`src/rtl/lcd1602_responder.sv`:
```
// HD44780-style LCD1602 bus responder: latches instructions/characters on the
// falling edge of enable, keeps a 32-cell visible DDRAM and models busy timing.
module lcd1602_responder #(
    parameter int DATA_BITS         = 8,
    parameter int BUSY_CYCLES       = 4,
    parameter int CLEAR_BUSY_CYCLES = 40
) (
    input  logic                 clk,
    input  logic                 reset,
    input  logic                 rs,
    input  logic                 rw,
    input  logic                 enable,
    input  logic [DATA_BITS-1:0] data,
    output logic [7:0]           rd_data,
    input  logic [4:0]           ddram_raddr,
    output logic [7:0]           ddram_rdata,
    output logic [6:0]           ac,
    output logic                 display_on,
    output logic                 cursor_on,
    output logic                 blink_on,
    output logic                 two_line,
    output logic                 busy,
    output logic                 char_wr,
    output logic                 err
);

    typedef enum logic [1:0] {IDLE, EXEC, CLEAR_FILL, BUSY_WAIT} state_t;

    state_t      state;
    logic        en_q;
    logic        rs_q;
    logic        inc_mode;
    logic        clr_op;
    logic [7:0]  cmd_q;
    logic [4:0]  fill_idx;
    logic [15:0] cnt;
    logic [7:0]  cells [32];
    logic        latch;

    function automatic logic [6:0] adv(input logic [6:0] a, input logic inc);
        if (inc) begin
            if (a == 7'h27) return 7'h40;
            if (a == 7'h67) return 7'h00;
            return a + 7'd1;
        end
        if (a == 7'h00) return 7'h67;
        if (a == 7'h40) return 7'h27;
        return a - 7'd1;
    endfunction

    function automatic logic visible(input logic [6:0] a);
        return (a[6:4] == 3'b000) || (a[6:4] == 3'b100);
    endfunction

    function automatic logic [4:0] cell_of(input logic [6:0] a);
        return {a[6], a[3:0]};
    endfunction

    // busy must already be high in the latch cycle itself, so it is not registered
    assign latch   = en_q & ~enable;
    assign busy    = (state != IDLE) | (latch & ~rw);
    assign rd_data = {busy, ac};

    always_ff @(posedge clk) begin
        ddram_rdata <= cells[ddram_raddr];
    end

    always_ff @(posedge clk) begin
        if (reset) begin
            state      <= IDLE;
            en_q       <= 1'b0;
            rs_q       <= 1'b0;
            cmd_q      <= 8'h00;
            ac         <= 7'h00;
            inc_mode   <= 1'b1;
            clr_op     <= 1'b0;
            fill_idx   <= 5'd0;
            cnt        <= 16'd0;
            display_on <= 1'b0;
            cursor_on  <= 1'b0;
            blink_on   <= 1'b0;
            two_line   <= 1'b0;
            char_wr    <= 1'b0;
            err        <= 1'b0;
            for (int i = 0; i < 32; i++) cells[i] <= 8'h20;
        end else begin
            en_q    <= enable;
            char_wr <= 1'b0;

            if (latch) begin
                if (state != IDLE) begin
                    err <= 1'b1;
                end else if (!rw) begin
                    rs_q  <= rs;
                    cmd_q <= 8'(data);
                    cnt   <= 16'd1;
                    state <= EXEC;
                end
            end

            case (state)
                EXEC: begin
                    cnt    <= cnt + 16'd1;
                    clr_op <= 1'b0;
                    state  <= BUSY_WAIT;
                    if (rs_q) begin
                        if (visible(ac)) begin
                            cells[cell_of(ac)] <= cmd_q;
                            char_wr            <= 1'b1;
                        end
                        ac <= adv(ac, inc_mode);
                    end else begin
                        casez (cmd_q)
                            8'b1???????: ac <= cmd_q[6:0];
                            8'b01??????: ;
                            8'b001?????: begin
                                two_line <= cmd_q[3];
                                if (!cmd_q[4]) err <= 1'b1;
                            end
                            8'b0001????: begin
                                if (cmd_q[3]) err <= 1'b1;
                                else          ac  <= adv(ac, cmd_q[2]);
                            end
                            8'b00001???: begin
                                display_on <= cmd_q[2];
                                cursor_on  <= cmd_q[1];
                                blink_on   <= cmd_q[0];
                            end
                            8'b000001??: begin
                                inc_mode <= cmd_q[1];
                                if (cmd_q[0]) err <= 1'b1;
                            end
                            8'b0000001?: ac <= 7'h00;
                            8'b00000001: begin
                                fill_idx <= 5'd0;
                                clr_op   <= 1'b1;
                                state    <= CLEAR_FILL;
                            end
                            default: ;
                        endcase
                    end
                end
                CLEAR_FILL: begin
                    cnt             <= cnt + 16'd1;
                    cells[fill_idx] <= 8'h20;
                    fill_idx        <= fill_idx + 5'd1;
                    if (fill_idx == 5'd31) begin
                        ac       <= 7'h00;
                        inc_mode <= 1'b1;
                        state    <= BUSY_WAIT;
                    end
                end
                BUSY_WAIT: begin
                    // cnt holds the busy cycles already spent, latch cycle included
                    cnt <= cnt + 16'd1;
                    if (cnt + 16'd1 >= (clr_op ? 16'(CLEAR_BUSY_CYCLES) : 16'(BUSY_CYCLES)))
                        state <= IDLE;
                end
                IDLE: ;
                default: state <= IDLE;
            endcase
        end
    end

endmodule
```
`config.mk`:
```
export PLATFORM = sky130hd
export DESIGN_NAME = lcd1602_responder
export DESIGN_NICKNAME = d
export VERILOG_FILES = /design/src/rtl/lcd1602_responder.sv
export SDC_FILE = /design/constraint.sdc
export NUM_CORES = 1
export LEC_CHECK = 0
export ABC_AREA = 1
export CAP_MARGIN = 0
export CORE_ASPECT_RATIO = 1.2
export CORE_MARGIN = 1
export CORE_UTILIZATION = 62
export CTS_CLUSTER_DIAMETER = 150
export CTS_CLUSTER_SIZE = 8
export DETAILED_ROUTE_END_ITERATION = 16
export GPL_TIMING_DRIVEN = 1
export PLACE_DENSITY = 0.8
export SLEW_MARGIN = 5
export SYNTH_ARGS = -nofsm -noshare
export SYNTH_HDL_FRONTEND = slang
export SYNTH_SLANG_ARGS = --single-unit
```
`constraint.sdc`:
```
create_clock -name clk -period 2.92 [get_ports clk]
set_clock_uncertainty 0.1 [all_clocks]
set_input_delay 0.73 -clock clk [delete_from_list [all_inputs] [get_ports clk]]
set_output_delay 0.73 -clock clk [all_outputs]
set_load 0.05 [all_outputs]
```
==> flow_summary_export.csv, run 1 <==
group,metric,value,unit
die,die_w,144,um
logic_synthesis,yosysWarnings,0,
logic_synthesis,synth_largest_area_cell,"edfxtp_1",
grt,antenna_found_initial,0,
timing,finalCritPeriodShare,0.961,
worst_hold_path,min_to,"cnt[15]",
logic_synthesis,ys.flop_type,"edfxtp_1",
worst_hold_path,hp-class,"flip-flop to flip-flop",
logic_synthesis,synth_fp_nets,1635,
logic_synthesis,synth-xor-area-share,0.00470,
pwr,vdd_drop_max,0.551,mV
critical_path,cp_max_fo,9,
critical_path,cpLargestDelayFamily,"buffers and inverters",
die,coreArea,23400,um^2
critical_path,worst-setup-path-type,"flip-flop to primary output",
finish,ff_latch_area,8810,um^2
routing,vias,12400,
finish,n_antenna_cell,0,
place,place_congestion,0.954,
finish,final-instance-count-excl-fill,2050,
flow_run,drv_cap,0,
timing,slew_headroom,0.450,
routing,via_per_inst,6.04,
grt,grt_pass1_vias,12200,
routing,dr.pass1.iters,7,
critical_path,max_stage_delay,880,ps
clock_network,clk_pin_slew,50,ps
logic_synthesis,synth-async-reset-ratio,0,
critical_path,cp-start-kind,"flip-flop",
logic_synthesis,synth_top_area_frac,0.515,
logic_synthesis,ys_types,42,
timing,setup_slack,114,ps
clock_network,h-tree-depth,2,
logic_synthesis,synth_mux_area_frac,0,
finish,drive_above_1_share,0.154,
logic_synthesis,syn_area,14900,um^2
place,dpl.cell_count,1968,
finish,fillCellCount,1539,
clock_network,clock_latency,540,ps
clock_network,root_buffer,"clkbuf_16",
logic_synthesis,ys_seq_area_frac,0.590,
die,ioPinCount,48,
routing,drtIter0Drc,1418,
critical_path,reg2reg_depth,15,
logic_synthesis,synthSimpleGateAreaFrac,0.211,
critical_path,rrSetupSlack,280,ps
die,die_h,172,um
finish,multi_input_area,5240,um^2
critical_path,end_kind,"primary output",
critical_path,crit_arrival,1980,ps
critical_path,path_cells,"clkdlybuf4s50_1",
logic_synthesis,synth_area_per_cell,9.30,um^2
critical_path,rr_endpoint,"cells[18][3]",
grt,grt_usage,0.337,
finish,final_nets,1730,
place,hpwl,25600,um
timing,fmax,356,MHz
logic_synthesis,synth_edf_count,256,
critical_path,crit_slowest_cell,"clkdlybuf4s50_1",
routing,drc,0,
clock_network,cts.path.max_buffers,3,
logic_synthesis,synth_area_leaders,"edfxtp_1 (52%), nor2_1 (10%), dfxtp_1 (7.5%)",
timing,period_needed,2810,ps
routing,drtAntennaViolNets,0,
worst_hold_path,hold_depth,2,
finish,syn2layout_area_growth,19.5,%
clock_network,numCtsBuffers,44,
critical_path,r2r_start,"state[0]",
logic_synthesis,synth_adder_area_share,0.0109,
timing,grt_setup_unrepaired,"false",
place,dpl_worst_slack,-277,ps
timing,drv_slew,0,
timing,tns,0,ps
place,io_buffers,47,
grt,grt_max_degree,65,
logic_synthesis,syn-instance-count,1604,
timing,setup_viol,0,
timing,hold_viol,0,
logic_synthesis,ys_seq_elements,312,
logic_synthesis,synth_compound_area_frac,0.124,
routing,wl,40200,um
logic_synthesis,synth_top_family_by_area,"simple AND/OR/NAND/NOR gates",
logic_synthesis,synth_commonest_cells,"nor2_1 (407), edfxtp_1 (256), nand2_1 (189), o21ai_0 (167), clkbuf_1 (81)",
die,rows,61,
die,die-area,24700,um^2
clock_network,cts.sinks,312,
critical_path,cp_num_buf_inv,1,
critical_path,worstPathRequired,2090,ps
timing,tightest_slew,817,ps
logic_synthesis,synth.most_common_cell,"nor2_1",
worst_hold_path,hold_start,"cnt[15]",
die,start_util,0.637,
grt,grt_overflow,0,
clock_network,cts_tree,"yes",
pwr,powerDensity,637,nW/um^2
pwr,leakagePower,6.14,nW
grt,grt_pass1_wl,62900,um
routing,wl_per_cell,19.6,um
status,status,"complete, no violations",
-- final cells by class --
type / count / share of cell area
inverter: 120 / 0.0257
multi-input combinational: 1073 / 0.294
clock buffer: 80 / 0.0705
sequential: 312 / 0.494
clock inverter: 2 / 0.000982
timing repair buffer: 148 / 0.0928
tap: 315 / 0.0221
-- metal layers --
| layer | GRT usage | wire [um] | part of all wire | vias to the layer above |
|---|---|---|---|---|
| met5 | 0 | 0 | 0 | - |
| met4 | 0.185 | 2000 | 0.050 | 0 |
| met3 | 0.0651 | 4300 | 0.11 | 169 |
| met2 | 0.580 | 19700 | 0.49 | 826 |
| met1 | 0.396 | 14200 | 0.35 | 5695 |
| li1 | - | - | - | 5694 |
-- through the flow --
step / area, um^2 / util / hold WS, ps / total power [mW]
final: 17800 / 0.761 / 390 / 11.4
after detailed placement: 16500 / 0.706 / 378 / 6.69
after floorplan: 14900 / - / 353 / 6.09
after CTS: 17800 / 0.761 / 392 / 11.3
after global placement: 16500 / 0.706 / 362 / 6.65
after global routing: 17800 / 0.761 / 406 / 11.7
-- cell families after synthesis --
family / Yosys count
buffers and inverters: 219
xor gates and xnor gates: 8
adders and majority gates: 13
AOI/OAI and AO/OA: 314
and+or+nand+nor: 738
DFF: 312
-- report_power, final --
group / switching (mW) / internal, mW
logic: 1.05 / 0.500
registers: 0.111 / 4.98
clock network: 1.84 / 2.88
total: 3.00 / 8.36
-- layout by cell type, fill, tap and decap left out, drive strengths merged, types with 8 or more instances in the layout --
master         instances
a21oi                 53
edfxtp               256
clkdlybuf4s50         43
dfxtp                 56
clkbuf                80
o22ai                 16
nand3                 59
ha                    13
nand2                190
nor3                  11
nand4                 11
nor2                 463
o21ai                172
inv                  117
buf                  105
o221ai                50
a31oi                  8
-- registers in the layout, indices dropped and copies added, names as in the netlist --
signal and flops:
fill_idx 5, rs_q 1, char_wr 1, ac 7, cursor_on 1, en_q 1
inc_mode 1, blink_on 1, state 2, clr_op 1, cells 256, two_line 1
ddram_rdata 8, err 1, cmd_q 8, display_on 1, cnt 16
-- worst max path at each step --
stage,endpoint,cells after the start,start,slack [ps]
3_5_place_dp,cells[14][7],9,reset,-280
3_3_place_gp,cells[30][2],13,reset,-230
2_1_floorplan,cells[28][0],14,state[0],440
4_1_cts,ac[3],1,ac[3],110
5_1_grt,rd_data[3],1,ac[3],60
6_report,ac[3],1,ac[3],110
-- repair_timing --
action	in CTS	in global routing
buffers inserted	0	0
gates resized for setup	0	6
hold buffers	0	0
endpoints found under the setup margin	0	56
Note: power is estimated with default switching activity, not from simulation.
==> inputs of run 2 (changes only) <==
--- a/config.mk
+++ b/config.mk
@@ -11,10 +11,11 @@
 export CORE_MARGIN = 1
 export CORE_UTILIZATION = 62
 export CTS_CLUSTER_DIAMETER = 150
-export CTS_CLUSTER_SIZE = 8
+export CTS_CLUSTER_SIZE = 12
 export DETAILED_ROUTE_END_ITERATION = 16
 export GPL_TIMING_DRIVEN = 1
 export PLACE_DENSITY = 0.8
+export SETUP_SLACK_MARGIN = 0.3
 export SLEW_MARGIN = 5
 export SYNTH_ARGS = -nofsm -noshare
 export SYNTH_HDL_FRONTEND = slang
==> constraint.sdc (replaced) <==
create_clock -name clk -period 2.61 [get_ports clk]
set_clock_uncertainty 0.1 [all_clocks]
set_input_delay 0.6525 -clock clk [delete_from_list [all_inputs] [get_ports clk]]
set_output_delay 0.6525 -clock clk [all_outputs]
set_load 0.05 [all_outputs]
==> flow_summary_export.csv, run 2 (same netlist as run 1, synthesis figures left out) <==
group,metric,value,unit
pwr,powerDensity,630,nW/um^2
finish,syn2layout_area_growth,20.8,%
routing,drc,0,
finish,final_common_cell,"nor2_1",
worst_hold_path,hold_depth,3,
die,die_h,172,um
critical_path,reg2reg_depth,13,
worst_hold_path,min_to,"en_q",
finish,reg_top3,"cells x256, cnt x16",
critical_path,rr_endpoint,"cells[16][2]",
die,ioPinCount,48,
pwr,switching_power,3.12,mW
grt,grt_usage,0.323,
timing,period_needed,2340,ps
critical_path,path_cells,"inv_2 > ha_4 > inv_4 > nor2_4 > inv_4 > buf_6 > o21ai_4 > inv_2 > nor3_2 > bufinv_8 > nor2_4 > inv_2 > nand2_4",
timing,finalCritPeriodShare,0.897,
timing,setup_viol,0,
clock_network,clock_latency,550,ps
clock_network,holdBufCountCts,0,
timing,holdWs,378,ps
critical_path,cp-start-kind,"flip-flop",
routing,drtIter0Drc,1184,
finish,final_cell_mix,"nor2_1 (345), edfxtp_1 (256), o21ai_0 (166)",
routing,vias,12300,
routing,via_per_inst,6.10,
finish,final-instance-count-excl-fill,2020,
clock_network,clk_pin_slew,60,ps
finish,regMostFlops,"cells",
finish,drive_above_1_share,0.219,
timing,tightest_slew,474,ps
critical_path,rrSetupSlack,270,ps
routing,wl_per_cell,19.8,um
routing,wl,40000,um
grt,grt_pass1_wl,60600,um
flow_run,drv_cap,0,
pwr,vdd_drop_max,0.723,mV
critical_path,crit_arrival,2490,ps
timing,fmax,427,MHz
pwr,leakagePower,6.06,nW
pwr,p_clk_frac,0.336,
critical_path,r2r_start,"state[0]",
critical_path,end_kind,"flip-flop",
grt,grt_pass1_vias,11700,
worst_hold_path,hold_start,"enable",
routing,dr.pass1.iters,7,
critical_path,worstPathRequired,2760,ps
critical_path,max_stage_delay,330,ps
status,status,"complete, no violations",
critical_path,worst-setup-path-type,"flip-flop to flip-flop",
place,dpl.cell_count,1951,
finish,largest_register_ffs,256,
critical_path,crit_slowest_cell,"dfxtp_2",
timing,slew_headroom,0.680,
place,hpwl,24800,um
grt,antenna_found_initial,0,
finish,n_antenna_cell,0,
die,start_util,0.637,
die,die-area,24700,um^2
pwr,intPower,8.24,mW
die,die_w,144,um
finish,final_nets,1715,
critical_path,cpMostUsedCell,"inv_2",
clock_network,numCtsBuffers,29,
critical_path,cp_max_fo,8,
timing,tns,0,ps
finish,fillCellCount,1502,
clock_network,cts.sinks,312,
worst_hold_path,hp-class,"input pin to flip-flop",
die,coreArea,23400,um^2
place,io_buffers,47,
pwr,switching_share,0.274,
place,place_congestion,0.963,
grt,grt_max_degree,68,
timing,hold_viol,0,
clock_network,cts.path.max_buffers,3,
finish,postLayoutCoreUtil,0.769,
grt,grt_overflow,0,
clock_network,root_buffer,"clkbuf_16",
timing,grt_setup_unrepaired,"true",
timing,setup_slack,269,ps
pwr,p_comb_frac,0.163,
clock_network,h-tree-depth,1,
routing,drtAntennaViolNets,0,
die,rows,61,
timing,drv_slew,0,
clock_network,cts_tree,"yes",
pwr,p_seq_frac,0.501,
place,dpl_worst_slack,-474,ps
run 2: cell count changes in the layout (fill, tap and decap cells not counted), sizes merged:
| cell | change |
|---|---|
| clkdlybuf4s50 | -30 |
| clkbuf | -23 |
| dlygate4sd2 | +17 |
| clkdlybuf4s15 | +8 |
| inv | -4 |
| bufinv | +3 |
| clkinv | -1 |
run 2: worst max-delay path by stage:
stage          startpoint           end
6_report         state[0]  cells[16][2]
5_1_grt          state[0]  cells[16][2]
4_1_cts             ac[6]    rd_data[6]
3_5_place_dp        reset  cells[29][7]
3_3_place_gp        reset  cells[29][0]
2_1_floorplan       reset  cells[23][0]
run 2: routing by layer:
metal	GRT usage	share of wire
met1	0.402	0.36
met5	0	0
met4	0.147	0.045
met3	0.0465	0.10
met2	0.556	0.50
run 2: timing repair:
item / in CTS / in global routing
gates resized for setup: 86 / 167
pin swaps: 5 / 27
setup endpoints to repair: 511 / 456
buffers inserted: 3 / 14
run 2: critical path, delay by kind of cell (launching register included):
kind            cells  cell delay, ps
buf+inv             7             720
simple gates        4             550
flops               1             330
compound gates      1             190
fa+ha+maj           1             140
run 2: area by class of cell:
| type | count | area (um^2) | area share |
|---|---|---|---|
| Clock buffer | 52 | 812 | 0.0451 |
| Tap cell | 315 | 394 | 0.0219 |
| Inverter | 120 | 504 | 0.0280 |
| Multi-Input combinational cell | 1073 | 5910 | 0.328 |
| Timing Repair Buffer | 148 | 1580 | 0.0876 |
| Sequential cell | 312 | 8820 | 0.489 |
run 2: per-stage QoR:
stage / power [mW] / cell area, um^2
2_1_floorplan: 6.83 / 15000
3_3_place_gp: 7.43 / 16400
3_5_place_dp: 7.47 / 16400
4_1_cts: 11.2 / 17400
5_1_grt: 11.7 / 18000
6_report: 11.4 / 18000
run 2: power groups by stage:
stage / combinational [mW] / sequential, mW / clock, mW
detailed placement: 1.68 / 5.79 / 0
floorplan: 0.992 / 5.84 / 0
global placement: 1.65 / 5.78 / 0
CTS: 1.72 / 5.69 / 3.81
global route: 1.98 / 5.71 / 4.00
finish: 1.85 / 5.69 / 3.82
